**config.mk**
```make
export PLATFORM = sky130hd
export DESIGN_NAME = bus_sequencer
export DESIGN_NICKNAME = d
export VERILOG_FILES = /design/src/rtl/bus_sequencer.sv
export SDC_FILE = /design/constraint.sdc
export NUM_CORES = 1
export LEC_CHECK = 0
export CAP_MARGIN = 15
export CORE_MARGIN = 3
export CORE_UTILIZATION = 45
export CTS_CLUSTER_DIAMETER = 60
export DETAILED_ROUTE_END_ITERATION = 16
export PLACE_DENSITY = 0.74
export SLEW_MARGIN = 20
export SYNTH_ARGS = -nofsm -noshare
export SYNTH_HDL_FRONTEND = slang
export SYNTH_SLANG_ARGS = --single-unit
```
**constraint.sdc**
```tcl
create_clock -name clk -period 3.39 [get_ports clk]
set_input_delay 0.678 -clock clk [delete_from_list [all_inputs] [get_ports clk]]
set_output_delay 0.678 -clock clk [all_outputs]
set_load 0.005 [all_outputs]
```
**src/rtl/bus_sequencer.sv**
```systemverilog
// Command FIFO feeding a one-at-a-time req/ack bus sequencer (write, read, poll, reserved).
// Define BUS_SEQUENCER_POLL_EN to build the poll op (masked compare with bounded retry).
module bus_sequencer #(
    parameter int ADDR_W     = 32,
    parameter int DATA_W     = 32,
    parameter int FIFO_DEPTH = 4,
    parameter int POLL_MAX   = 16
) (
    input  logic              clk,
    input  logic              rst,
    input  logic              cmd_valid,
    output logic              cmd_ready,
    input  logic [1:0]        cmd_op,
    input  logic [ADDR_W-1:0] cmd_addr,
    input  logic [DATA_W-1:0] cmd_wdata,
    input  logic [DATA_W-1:0] cmd_mask,
    output logic              bus_req,
    output logic              bus_we,
    output logic [ADDR_W-1:0] bus_addr,
    output logic [DATA_W-1:0] bus_wdata,
    input  logic              bus_ack,
    input  logic [DATA_W-1:0] bus_rdata,
    output logic              rsp_valid,
    output logic [DATA_W-1:0] rsp_data,
    output logic              rsp_err,
    output logic              busy
);
    localparam int PTR_W = (FIFO_DEPTH > 1) ? $clog2(FIFO_DEPTH) : 1;
    localparam logic [PTR_W:0] DEPTH_C = (PTR_W+1)'(FIFO_DEPTH);

    localparam logic [1:0] OP_WR   = 2'b00;
    localparam logic [1:0] OP_RD   = 2'b01;
    localparam logic [1:0] OP_RSV  = 2'b11;

    typedef struct packed {
        logic [1:0]        op;
        logic [ADDR_W-1:0] addr;
        logic [DATA_W-1:0] wdata;
`ifdef BUS_SEQUENCER_POLL_EN
        logic [DATA_W-1:0] mask;
`endif
    } cmd_t;

    typedef enum logic [1:0] {IDLE, REQ, GAP, RSP} state_t;

    cmd_t             mem [FIFO_DEPTH];
    cmd_t             in_cmd, head, cur, cur_nxt;
    logic [PTR_W-1:0] wr_ptr, rd_ptr;
    logic [PTR_W:0]   count;
    logic             full, empty, push, pop, head_bus;
    state_t           state, state_nxt;
    logic [DATA_W-1:0] rsp_data_nxt;
    logic             rsp_err_nxt;

    assign full      = (count == DEPTH_C);
    assign empty     = (count == '0);
    assign cmd_ready = !full;
    assign push      = cmd_valid && !full;
    assign head      = mem[rd_ptr];

    always_comb begin
        in_cmd       = '0;
        in_cmd.op    = cmd_op;
        in_cmd.addr  = cmd_addr;
        in_cmd.wdata = cmd_wdata;
`ifdef BUS_SEQUENCER_POLL_EN
        in_cmd.mask  = cmd_mask;
`endif
    end

`ifdef BUS_SEQUENCER_POLL_EN
    localparam int CNT_W = $clog2(POLL_MAX + 1);
    logic [CNT_W-1:0] attempts, attempts_nxt;
    logic             poll_hit;

    assign head_bus = (head.op != OP_RSV);
    assign poll_hit = ((bus_rdata & cur.mask) == (cur.wdata & cur.mask));
`else
    // Without the poll feature, op 10 falls into the reserved path.
    logic unused_mask;
    assign unused_mask = ^cmd_mask;
    assign head_bus    = (head.op == OP_WR) || (head.op == OP_RD);
`endif

    always_ff @(posedge clk or posedge rst) begin
        if (rst) begin
            wr_ptr <= '0;
            rd_ptr <= '0;
            count  <= '0;
        end else begin
            if (push) wr_ptr <= wr_ptr + 1'b1;
            if (pop)  rd_ptr <= rd_ptr + 1'b1;
            case ({push, pop})
                2'b10:   count <= count + 1'b1;
                2'b01:   count <= count - 1'b1;
                default: count <= count;
            endcase
        end
    end

    always_ff @(posedge clk) begin
        if (push) mem[wr_ptr] <= in_cmd;
    end

    always_ff @(posedge clk or posedge rst) begin
        if (rst) begin
            state    <= IDLE;
            cur      <= '0;
            rsp_data <= '0;
            rsp_err  <= 1'b0;
`ifdef BUS_SEQUENCER_POLL_EN
            attempts <= '0;
`endif
        end else begin
            state    <= state_nxt;
            cur      <= cur_nxt;
            rsp_data <= rsp_data_nxt;
            rsp_err  <= rsp_err_nxt;
`ifdef BUS_SEQUENCER_POLL_EN
            attempts <= attempts_nxt;
`endif
        end
    end

    always_comb begin
        state_nxt    = state;
        cur_nxt      = cur;
        rsp_data_nxt = rsp_data;
        rsp_err_nxt  = rsp_err;
        pop          = 1'b0;
`ifdef BUS_SEQUENCER_POLL_EN
        attempts_nxt = attempts;
`endif
        case (state)
            IDLE: begin
                if (!empty) begin
                    pop          = 1'b1;
                    cur_nxt      = head;
                    rsp_data_nxt = '0;
                    rsp_err_nxt  = !head_bus;
`ifdef BUS_SEQUENCER_POLL_EN
                    attempts_nxt = '0;
`endif
                    state_nxt    = head_bus ? REQ : RSP;
                end
            end
            REQ: begin
                if (bus_ack) begin
                    rsp_data_nxt = (cur.op == OP_WR) ? '0 : bus_rdata;
                    state_nxt    = RSP;
`ifdef BUS_SEQUENCER_POLL_EN
                    // A missed poll retries after a one-cycle gap until POLL_MAX misses.
                    if (cur.op != OP_WR && cur.op != OP_RD && !poll_hit) begin
                        attempts_nxt = attempts + 1'b1;
                        if (attempts_nxt == CNT_W'(POLL_MAX)) rsp_err_nxt = 1'b1;
                        else                                  state_nxt   = GAP;
                    end
`endif
                end
            end
            GAP:     state_nxt = REQ;
            RSP:     state_nxt = IDLE;
            default: state_nxt = IDLE;
        endcase
    end

    assign bus_req   = (state == REQ);
    assign bus_we    = bus_req && (cur.op == OP_WR);
    assign bus_addr  = cur.addr;
    assign bus_wdata = cur.wdata;
    assign rsp_valid = (state == RSP);
    assign busy      = !empty || (state != IDLE);

endmodule

```
# After elaboration in Yosys (flattened, before gate mapping)
# Memory sizes are Yosys's and may differ from the RTL's.
# Index checks and enable logic that the tools add are counted.
word_totals:
  register_bits: 108
  latchBits: 0
  ramBits: 264
  mem_bits_ro: 0
  out_inout_bits: 102
  wordCells: 54
  mem_count: 1
mem_list:
  columns: ["name", "words", "width", "rd", "rd_ports_with_merged_regs", "wr", "line_no", "text"]
  rows:
  - ["mem", 4, 66, 1, 0, 1, "46", "cmd_t mem [FIFO_DEPTH];"]
op_classes:
  addsub: 4
  multipliers: 0
  div: 0
  magnitude_cmp: 0
  eq_ne: 9
  shift: 0
  muxes: 13
  bitwise: 1
  n_reduce_logical: 17
op_table:
  columns: ["operator", "n"]
  rows:
  - ["2-to-1 mux 32 bit", 3]
  - ["case mux 32 bit (2 select lines)", 1]
  - ["case mux 2 bit (4 select lines)", 1]
  - ["equality test 2 x 1 -> 1 bit, second input constant", 3]
  - ["equality test 2 bit, second input constant", 3]
  - ["zero test 2 bit", 3]
  - ["2-to-1 mux 2 bit", 3]
  - ["case mux 3 bit (2 select lines)", 1]
  - ["nonzero test 2 bit", 3]
  - ["adder 2 x 1 -> 2 bit, second input constant", 2]
  - ["2-to-1 mux 1 bit", 4]
  - ["AND reduction 2 bit", 2]
  - ["adder 3 x 1 -> 3 bit, second input constant", 1]
  - ["equality test 3 bit, second input constant", 1]
  - ["zero test 1 bit", 3]
  - ["zero test 3 bit", 1]
  - ["AND reduction 3 bit", 1]
  - ["subtractor 3 x 1 -> 3 bit, second input constant", 1]
  - ["logical AND 1 bit", 2]
  - ["logical OR 1 bit", 2]
  - ["inequality test 2 x 1 -> 1 bit, second input constant", 1]
  - ["inequality test 2 bit, second input constant", 1]
  - ["NOT 1 bit", 1]

# Longest topological paths before layout
# An unclocked memory read counts as a cell.
depth:
  depth_word: 6
  depth_mapped: 10

# Least setup slack after synthesis
# No wires, ideal clock.
synth_path:
  kind: "in2reg"
  startpoint: "input port cmd_valid"
  endpoint: "memory mem[0][0] in the netlist's numbering, enable pin"
  arrival_time_ns: 2.268
  path_slack_ns: 0.691
  cell_stages: 1
  cell_sequence: "and3_1"
synth_between:
  elab_chain_cells: 3
synth_rtl:
  columns: ["item", "line_no", "text"]
  rows:
  - ["from (decl)", "11", "input logic cmd_valid,"]
  - ["logical AND 1 bit", "58", "assign push = cmd_valid && !full;"]
  - ["2-to-1 mux 1 bit", "102", "if (push) mem[wr_ptr] <= in_cmd;"]
  - ["2-to-1 mux 1 bit (implied by the code)", "102", null]
  - ["to (decl)", "46", null]
# No other way between the ends.

# Worst setup path in the final report
layout_path:
  startpoint: "register count[0]"
  endpoint: "output port cmd_ready"
layout_between:
  elab_chain_cells: 2
layout_rtl:
  columns: ["item", "line_no", "text"]
  rows:
  - ["from (decl)", "49", "logic [PTR_W:0] count;"]
  - ["from (signal assigned)", "94", "2'b10: count <= count + 1'b1;"]
  - ["from (signal assigned)", "95", "2'b01: count <= count - 1'b1;"]
  - ["from (signal assigned)", "96", "default: count <= count;"]
  - ["equality test 3 bit", "55", "assign full = (count == DEPTH_C);"]
  - ["zero test 1 bit", "57", "assign cmd_ready = !full;"]
  - ["to (decl)", "12", "output logic cmd_ready,"]
# No other way between the ends.

==> results.txt <==
CTS hold repair buffers: 0
Yosys reg bits: 372
Outcome: complete, no violations
N_diodes: 0
Drt total wl: 26300 um
Clock Tree Buf Depth: 3
Largest cells by area after synthesis: edfxtp_1 56%, dfrtp_1 19%, mux4_2 11%, mux2_2 5.3%, buf_4 3.4%
Setup crit end kind: output port
Syn-to-layout area delta: 24.6%
Synth unique cells: 31
Initial core utilization: 46.0%
Post-synth EDFFs: 264
Max-cap violations: 0
Min-delay src: rsp_err
Critical path arrival: 1940 ps
Pre-antenna DRT Iters: 4
Reg area: 10600 um2
Clock latency on the worst-skew pair: 520 ps
Layout fillers: 2280
Critical path cell sequence: or3b_1, clkdlybuf4s50_1
Antenna Nets Post-Route: 0
CTS root buf: clkbuf_16
Slew Viols, Final: 0
Num CTS Buffers: 39
Register area share after synthesis: 75.2%
Type of the tightest min-delay check: reg2reg
DIE AREA: 33600 um2
WL/cell: 20.7 um
Initial antenna violation count: 0
Hold Path Depth: 1
Worst R2R Start: count[0]
Sink Count: 372
Die width: 183 um
Port bufs: 203
Cell Area, Synth: 14100 um2
Critical Path RT: 2710 ps
CP max stage delay: 510 ps
First-pass GRT wire length: 41400 um
Post-synthesis area per instance: 21.0 um2
Cell count after synthesis: 674
Leading area contributor after synthesis: edfxtp_1
Critical path fanouts, max: 6
Share of the synthesized area in the top cell type: 56.0%
Dpl cell area: 16300 um2
Congestion Overflow GR: 0
Most frequent cell after synthesis: edfxtp_1
Final GP Congestion: 0.722
Non-filler cells, final: 1270
Final Power: 15900 uW
Yosys warnings: 0
VDD IR max: 0.621 mV
Routed via count: 6647
IO Pins: 236
Worst Clk Skew: 24.9 ps
Ys async rst share: 29.0%
Setup TNS: 0 ps
Main synth FF type: edfxtp_1
Worst setup path start: count[0]
RSZ-0062 raised after global routing: false
Syn_nets: 814
Hold Vio Cnt, Final: 0
GRT Overall Usage: 16.0%
Clock transition at path regs: 50 ps
Leak Pwr: 0.00629 uW
DRT iter0 DRCs: 329
Post-route cell area: 17600 um2
Die Ht: 183 um
Vias in the first global route: 7150
Final Setup Violations: 0
Slowest-stage cell, CP: clkdlybuf4s50_1
# DRC: 0
R2R cell count: 6
Fmax: 382 MHz
Number of post-CTS setup repair buffers: 0
Most common library cells after synthesis: 264 x edfxtp_1, 108 x dfrtp_1, 67 x mux2_2
WS Path Type: reg2out
Post_cts resized: 0
Footprint of the multi-input gates: 2840 um2
TritonCTS clock tree: yes
Fin nets: 983
Slew HR: 56.7%
Min Clock Period, post-route: 2620 ps
Largest net degree at the start of global routing: 109
Core Footprint: 30700 um2
Vias per inst: 5.23
Fin crit share: 77.3%
Htree depth: 2
Worst Setup Start Kind: flip-flop
Dpl hpwl: 15800 um
PD cells: 904 nW/um2
Layout cell share with drive strength beyond 1: 25.5%
Placed insts: 1198
# rows: 64
Worst-Margin Slew: 650 ps
==> stage by stage <==
step / hold slack (ps) / util [%] / setup WS [ps]
final: 484 / 57.3 / 769
after global routing: 511 / 57.3 / 676
after CTS: 483 / 57.3 / 741
after detailed placement: 475 / 52.9 / 763
after global placement: 466 / 52.9 / 785
after floorplan: 468 / - / 691
==> layer usage <==
| metal | up-vias | track usage [%] | share of wire (%) |
|---|---|---|---|
| met3 | 47 | 4.56 | 8.1 |
| met2 | 230 | 27.6 | 50 |
| met5 | - | 0 | 0 |
| li1 | 2935 | - | - |
| met4 | 0 | 3.56 | 1.8 |
| met1 | 3435 | 20.4 | 40 |
==> critical path: cells and delay by family, from the launching register on <==
| family | cells | cell delay, ps |
|---|---|---|
| buffers and inverters | 1 | 510 |
| flip-flops | 1 | 440 |
| AND/OR/NAND/NOR | 1 | 490 |
==> cells by family after synthesis <==
logic type | after synthesis | share of synthesized area (%)
buf+inv | 99 | 4.99
fa+ha+maj | 6 | 0.584
flops | 372 | 75.2
compound gates | 37 | 2.25
xor+xnor | 6 | 0.372
simple gates | 21 | 0.814
mux | 133 | 15.8
==> registers in the layout, indices dropped and copies added, names as in the netlist <==
name / count
bus_wdata: 32
rsp_data: 32
wr_ptr: 2
mem: 264
rd_ptr: 2
cur: 2
count: 3
rsp_err: 1
state: 2
bus_addr: 32
==> final timing paths <==
check	end	slack, ps
worst max-delay path	cmd_ready	770
worst max register to register	count[1]	1150
max in group asynchronous	rd_ptr[0]	2140
worst min-delay path	rsp_err	480
min in group asynchronous	rsp_data[25]	710
worst min register to register	rsp_err	480
==> placed cells by master, fill, tap and decap left out <==
cell             netlist  final
or3_1                  1      1
edfxtp_1             264    264
clkinv_2               0      3
clkbuf_8               0      9
inv_6                  0      3
or3b_1                 1      1
xor2_1                 1      1
buf_4                 65      9
nand2_4                0      1
a21o_1                 2      2
and3_4                 0      4
nor2_1                 5      4
clkinv_1               0      1
clkdlybuf4s50_1        0    203
nand2_1                1      1
and2_1                 2      2
clkbuf_16              0     40
dfrtp_4                0      2
clkinvlp_4             0      4
xnor2_1                5      5
inv_1                  7      6
nor2_2                 0      1
nor3_1                 2      2
buf_12                 3      8
mux2_2                67     67
nand2b_1               2      2
mux4_2                66     66
ha_1                   5      5
nand3_1                1      1
o21ai_0                1      1
clkinv_8               0      1
bufinv_16              0      4
a22o_1                32     32
clkbuf_1               5      8
a21oi_1                1      1
fa_1                   1      1
and3_1                 5      1
o211ai_2               1      1
dfrtp_1              108    106
==> layout make-up <==
| class | count | share of cell area [%] |
|---|---|---|
| clock buffer | 57 | 6.55 |
| inverter | 7 | 0.170 |
| clock inverter | 15 | 1.16 |
| sequential | 372 | 60.4 |
| multi-input combinational | 203 | 16.1 |
| tap | 396 | 2.81 |
| timing repair buffer | 220 | 12.8 |
==> power breakdown <==
part           total [uW]  switching [uW]  internal (uW)
registers            6930             683           6240
logic                4640            1810           2840
clock network        4360            1680           2690
No activity file was read; power rests on OpenSTA's default activity.
==> variant 1, RTL diff (same flow settings) <==
Encoding of `state_t`: now one-hot (4 bits for 4 states).
--- a/src/rtl/bus_sequencer.sv
+++ b/src/rtl/bus_sequencer.sv
@@ -42,5 +42,5 @@
     } cmd_t;
 
-    typedef enum logic [1:0] {IDLE, REQ, GAP, RSP} state_t;
+    typedef enum logic [3:0] {IDLE = 4'b0001, REQ = 4'b0010, GAP = 4'b0100, RSP = 4'b1000} state_t;
 
     cmd_t             mem [FIFO_DEPTH];
Function: same outputs for any inputs over 4 cycles, from zero or initial values and one cycle with rst high; so few cycles prove little.
==> variant 1 against the unedited design <==
  * Register-to-register slack worse by 0.04 ns
  * Synthesized area is 4.2% higher
  * Sequential power is 2% lower
  * Routed wire length is 6.3% higher
  * Total power is 2.1% higher
  * Cell area is 3.2% higher
  * Combinational power is 13% higher
  * Worst hold slack worse by 0.013 ns
  * Setup slack worse by 0.19 ns
  * Sequential cell count is 1 higher
  * Maximum frequency is 6.6% lower
  * Highest routed layer is now met5
==> variant 1: results (changes against the unedited design) <==
metric	value	unit	change
crit_fanout	33		+27
yosysUniqueCellTypes	34		+9.7%
synth_fa_ha_area_share	0.560	%	-0.023 points
max_stage_delay	0.54	ns	+0.03 ns
worstMarginPinSlew	0.686	ns	+0.0363 ns
utilization	57.0	%	-0.26 points
synth_common_cells	264 x edfxtp_1, 108 x dfrtp_1, 66 x mux4_2, 64 x buf_4, 60 x mux2_4		
synth.yosys.seq_area_share	72.3	%	-2.8 points
gr-usage-all-layers	16.3	%	+0.27 points
skew	0.0172	ns	-0.00771 ns
reg2reg_setup_slack	1.11	ns	-0.04 ns
drive_gt1_share	27.8	%	+2.3 points
routedWlPerCell	20.8	microns	+0.34%
crit_family	simple AND/OR/NAND/NOR gates		
postCtsSetupBuffers	0		unchanged
yosys_warnings	0		unchanged
p_leak	6.72	nW	+6.9%
clk_pin_slew	0.05	ns	about the same
nets	1019		+3.7%
grt_pass1_wl	44600	microns	+7.6%
status	completed		
synth_ff_type	edfxtp_1		
syn-num-nets	850		+4.4%
hpwl	16900	microns	+7.5%
place_area	0.0169	sq mm	+3.8%
synth_edf_count	264		unchanged
dr_wl_met2	13400	microns	+1.9%
async_flop_share	29.2	%	+0.19 points
gp_congestion	0.738		+2.2%
wl_met1	12400	microns	+18%
routed.top_layer	met5		
synthMuxAreaShare	19.2	%	+3.3 points
insertion_delay	0.52	ns	about the same
vias	6841		+2.9%
wl_met3	1540	microns	-28%
synth_compound_area_share	0.314	%	-1.9 points
fillers	2422		+6.2%
grt_pass1_vias	7533		+5.4%
place.port_buffers	203		unchanged
ir_worst_vdd	493	uV	-21%
hp-class	reg2reg		
synthXorXnorAreaFrac	0.357	%	-0.015 points
htreeDepth	2		unchanged
largest_reg_flops	264		unchanged
synthTopCellsByArea	edfxtp_1 54%, dfrtp_1 18%, mux4_2 10%, mux2_4 6.1%, buf_4 3.3%		
synth_top_family_by_area	multiplexers		
antennaDiodeCount	0		unchanged
drt-pass1-iter-count	4		unchanged
antenna_found_initial	1		+1
drt_first_iter_violations	327		-0.61%
crit_slowest_cell	clkdlybuf4s50_1		
cts_resized	0		unchanged
setup_viol	0		unchanged
cts_buffers	41		+5.1%
grt_start_max_net_pins	67		-39%
variant 1: per-layer routing:
metal | vias up | global-route usage, %
met2 | 207 | 26.6
met1 | 3538 | 22.1
met4 | 2 | 4.57
li1 | 3051 | -
met5 | - | 0
met3 | 43 | 3.92
variant 1: cell type report:
cell class,count,share of cell area [%]
Tap cell,435,2.99
Clock buffer,64,6.68
Multi-Input combinational cell,233,18.4
Timing Repair Buffer,221,12.5
Clock inverter,10,0.482
Inverter,9,0.220
Sequential cell,373,58.7
variant 1: through the flow:
stage / std cells / setup WS (ns) / hold WS (ns)
floorplan: 710 / 0.681 / 0.442
detailed placement: 1271 / 0.843 / 0.462
global placement: 1271 / 0.833 / 0.457
global route: 1345 / 0.491 / 0.492
finish: 1345 / 0.584 / 0.471
CTS: 1345 / 0.555 / 0.474
variant 1: path summary, 6_finish.rpt:
check	start	to	cells after the start
setup / recovery	cur[65]$_DFFE_PP0P_	bus_we	3
hold / removal	cur[65]$_DFFE_PP0P_	cur[65]$_DFFE_PP0P_	1
setup reg to reg	count[1]$_DFFE_PP0P_	count[2]$_DFFE_PP0P_	9
hold reg to reg	cur[65]$_DFFE_PP0P_	cur[65]$_DFFE_PP0P_	1
max in group asynchronous	rst	bus_wdata[17]$_DFFE_PP0P_	3
min in group asynchronous	rst	rsp_data[5]$_DFFE_PP0P_	2
variant 1: worst reg2reg max path: stages, from the launching register on:
cell and delay, ns:
dfrtp_1 0.39, or3b_1 0.49, and2_1 0.24, inv_1 0.07
ha_1 0.18, inv_1 0.06, fa_1 0.37, xor2_1 0.15
nor2_1 0.10, xor2_1 0.14
variant 1: report_power, final:
part	switching, mW	internal, mW	leakage (nW)
combinational	2.11	3.12	2.32
clock	1.68	2.54	0.638
sequential	0.627	6.19	3.76
total	4.42	11.8	6.72
==> variant 2, RTL diff (same settings) <==
Without the edit above. Set the parameter `FIFO_DEPTH` to 16 (it was 4).
--- a/src/rtl/bus_sequencer.sv
+++ b/src/rtl/bus_sequencer.sv
@@ -4,5 +4,5 @@
     parameter int ADDR_W     = 32,
     parameter int DATA_W     = 32,
-    parameter int FIFO_DEPTH = 4,
+    parameter int FIFO_DEPTH = 16,
     parameter int POLL_MAX   = 16
 ) (
Check against the original RTL: same outputs for any inputs over 4 cycles, from zero or initial values and one cycle with rst high; that may be too few to reach the edited logic, so the function may still have changed.
==> variant 2 against the unedited design <==
  * Routed wire length rose to 3.7 times the old value
  * Cell area rose to 3.0 times the old value
  * Maximum frequency is 16% lower
  * Combinational power increased by 150%
  * Clock power rose to 2.8 times the old value
  * Total power rose to 2.7 times the old value
  * Synthesized area increased to 3.2 times the old value
  * Setup slack worse by 0.52 ns
  * Via count rose to 3.2 times the old value
  * Sequential cell count increased by 798
  * Critical path type unchanged
  * Largest power group unchanged
==> variant 2: results (changes against the unedited design) <==
metric	value	unit	change
insertion_delay	0.68	ns	+0.16 ns
fillers	7244		+220%
drt-pass1-iter-count	5		+1
min_from	bus_wdata[6]$_DFFE_PP0P_		
crit_fanout	8		+2
min_to	bus_wdata[6]$_DFFE_PP0P_		
syn_avg_cell_area	22.0	sq um	+4.9%
drt_first_iter_violations	2114		+540%
met2_usage	32.2	%	+4.6 points
final_cells	3633		+190%
dp_cells	3423		+190%
power.density	817	mW/mm^2	-9.6%
async_flop_share	9.74	%	-19 points
status	completed		
synth_edf_count	1056		+300%
timing.rr.start	count[1]$_DFFE_PP0P_		
dr_wl_met2	50200	microns	+280%
hpwl	53200	microns	+240%
hold_slack	0.496	ns	+0.0126 ns
pre_cts_ws	0.472	ns	-0.291 ns
grt_start_max_net_pins	90		-17%
htreeDepth	3		+1
nets	2388		+140%
cts_buffers	107		+170%
gp_congestion	0.787		+9.0%
met3_usage	4.84	%	+0.28 points
drive_gt1_share	22.9	%	-2.6 points
grt_pass1_vias	22300		+210%
reg2reg_setup_slack	0.43	ns	-0.72 ns
crit_slowest_cell	nor4_1		
place_area	0.0487	sq mm	+200%
[variant 2: cell types whose count changed after synthesis, sizes merged, moves of 24 or more]
cell,before,now
mux2i,0,108
mux2,67,5
mux4,66,262
clkbuf,5,56
buf,87,120
o221ai,0,44
a21oi,1,25
edfxtp,264,1056
nand2,2,56
[variant 2: worst max-delay path by stage]
stage	start	end	slack, ns
after floorplan	count[2]$_DFFE_PP0P_	mem[11][0]$_DFFE_PP_	-0.05
after global placement	cmd_valid	mem[3][38]$_DFFE_PP_	0.49
after detailed placement	cmd_valid	count[4]$_DFFE_PP0P_	0.47
after CTS	count[1]$_DFFE_PP0P_	cmd_ready	0.22
after global routing	count[1]$_DFFE_PP0P_	busy	0.11
final	count[1]$_DFFE_PP0P_	cmd_ready	0.25
[variant 2: area by class of cell]
cell class | count | share of cell area [%]
inverters | 8 | 0.0646
clock buffers | 136 | 5.54
multi-input cells | 678 | 17.8
clock inverters | 66 | 1.34
well taps | 1287 | 3.08
flip-flops and latches | 1170 | 66.1
repair buffers | 280 | 6.02
diodes | 8 | 0.0383
[variant 2: worst max-delay path: cells and delay by family, from the launching register on]
family	cells	cell delay (ns)
AND/OR/NAND/NOR	2	0.84
flip-flops	1	0.47
buffers and inverters	1	0.50
[variant 2: where the power goes]
| group | internal [mW] | total [mW] | switching, mW | leakage (nW) |
|---|---|---|---|---|
| clock | 7.06 | 12.2 | 5.14 | 1.75 |
| combinational | 5.97 | 11.5 | 5.57 | 4.42 |
| sequential | 17.7 | 19.0 | 1.34 | 11.0 |
[variant 2: logic make-up after synthesis]
family / synth area share, %
muxes: 15.7
and+or+nand+nor: 1.23
xor gates and xnor gates: 0.235
buffers and inverters: 2.28
AOI/OAI and AO/OA: 2.99
adders and majority gates: 0.252
DFF: 77.3
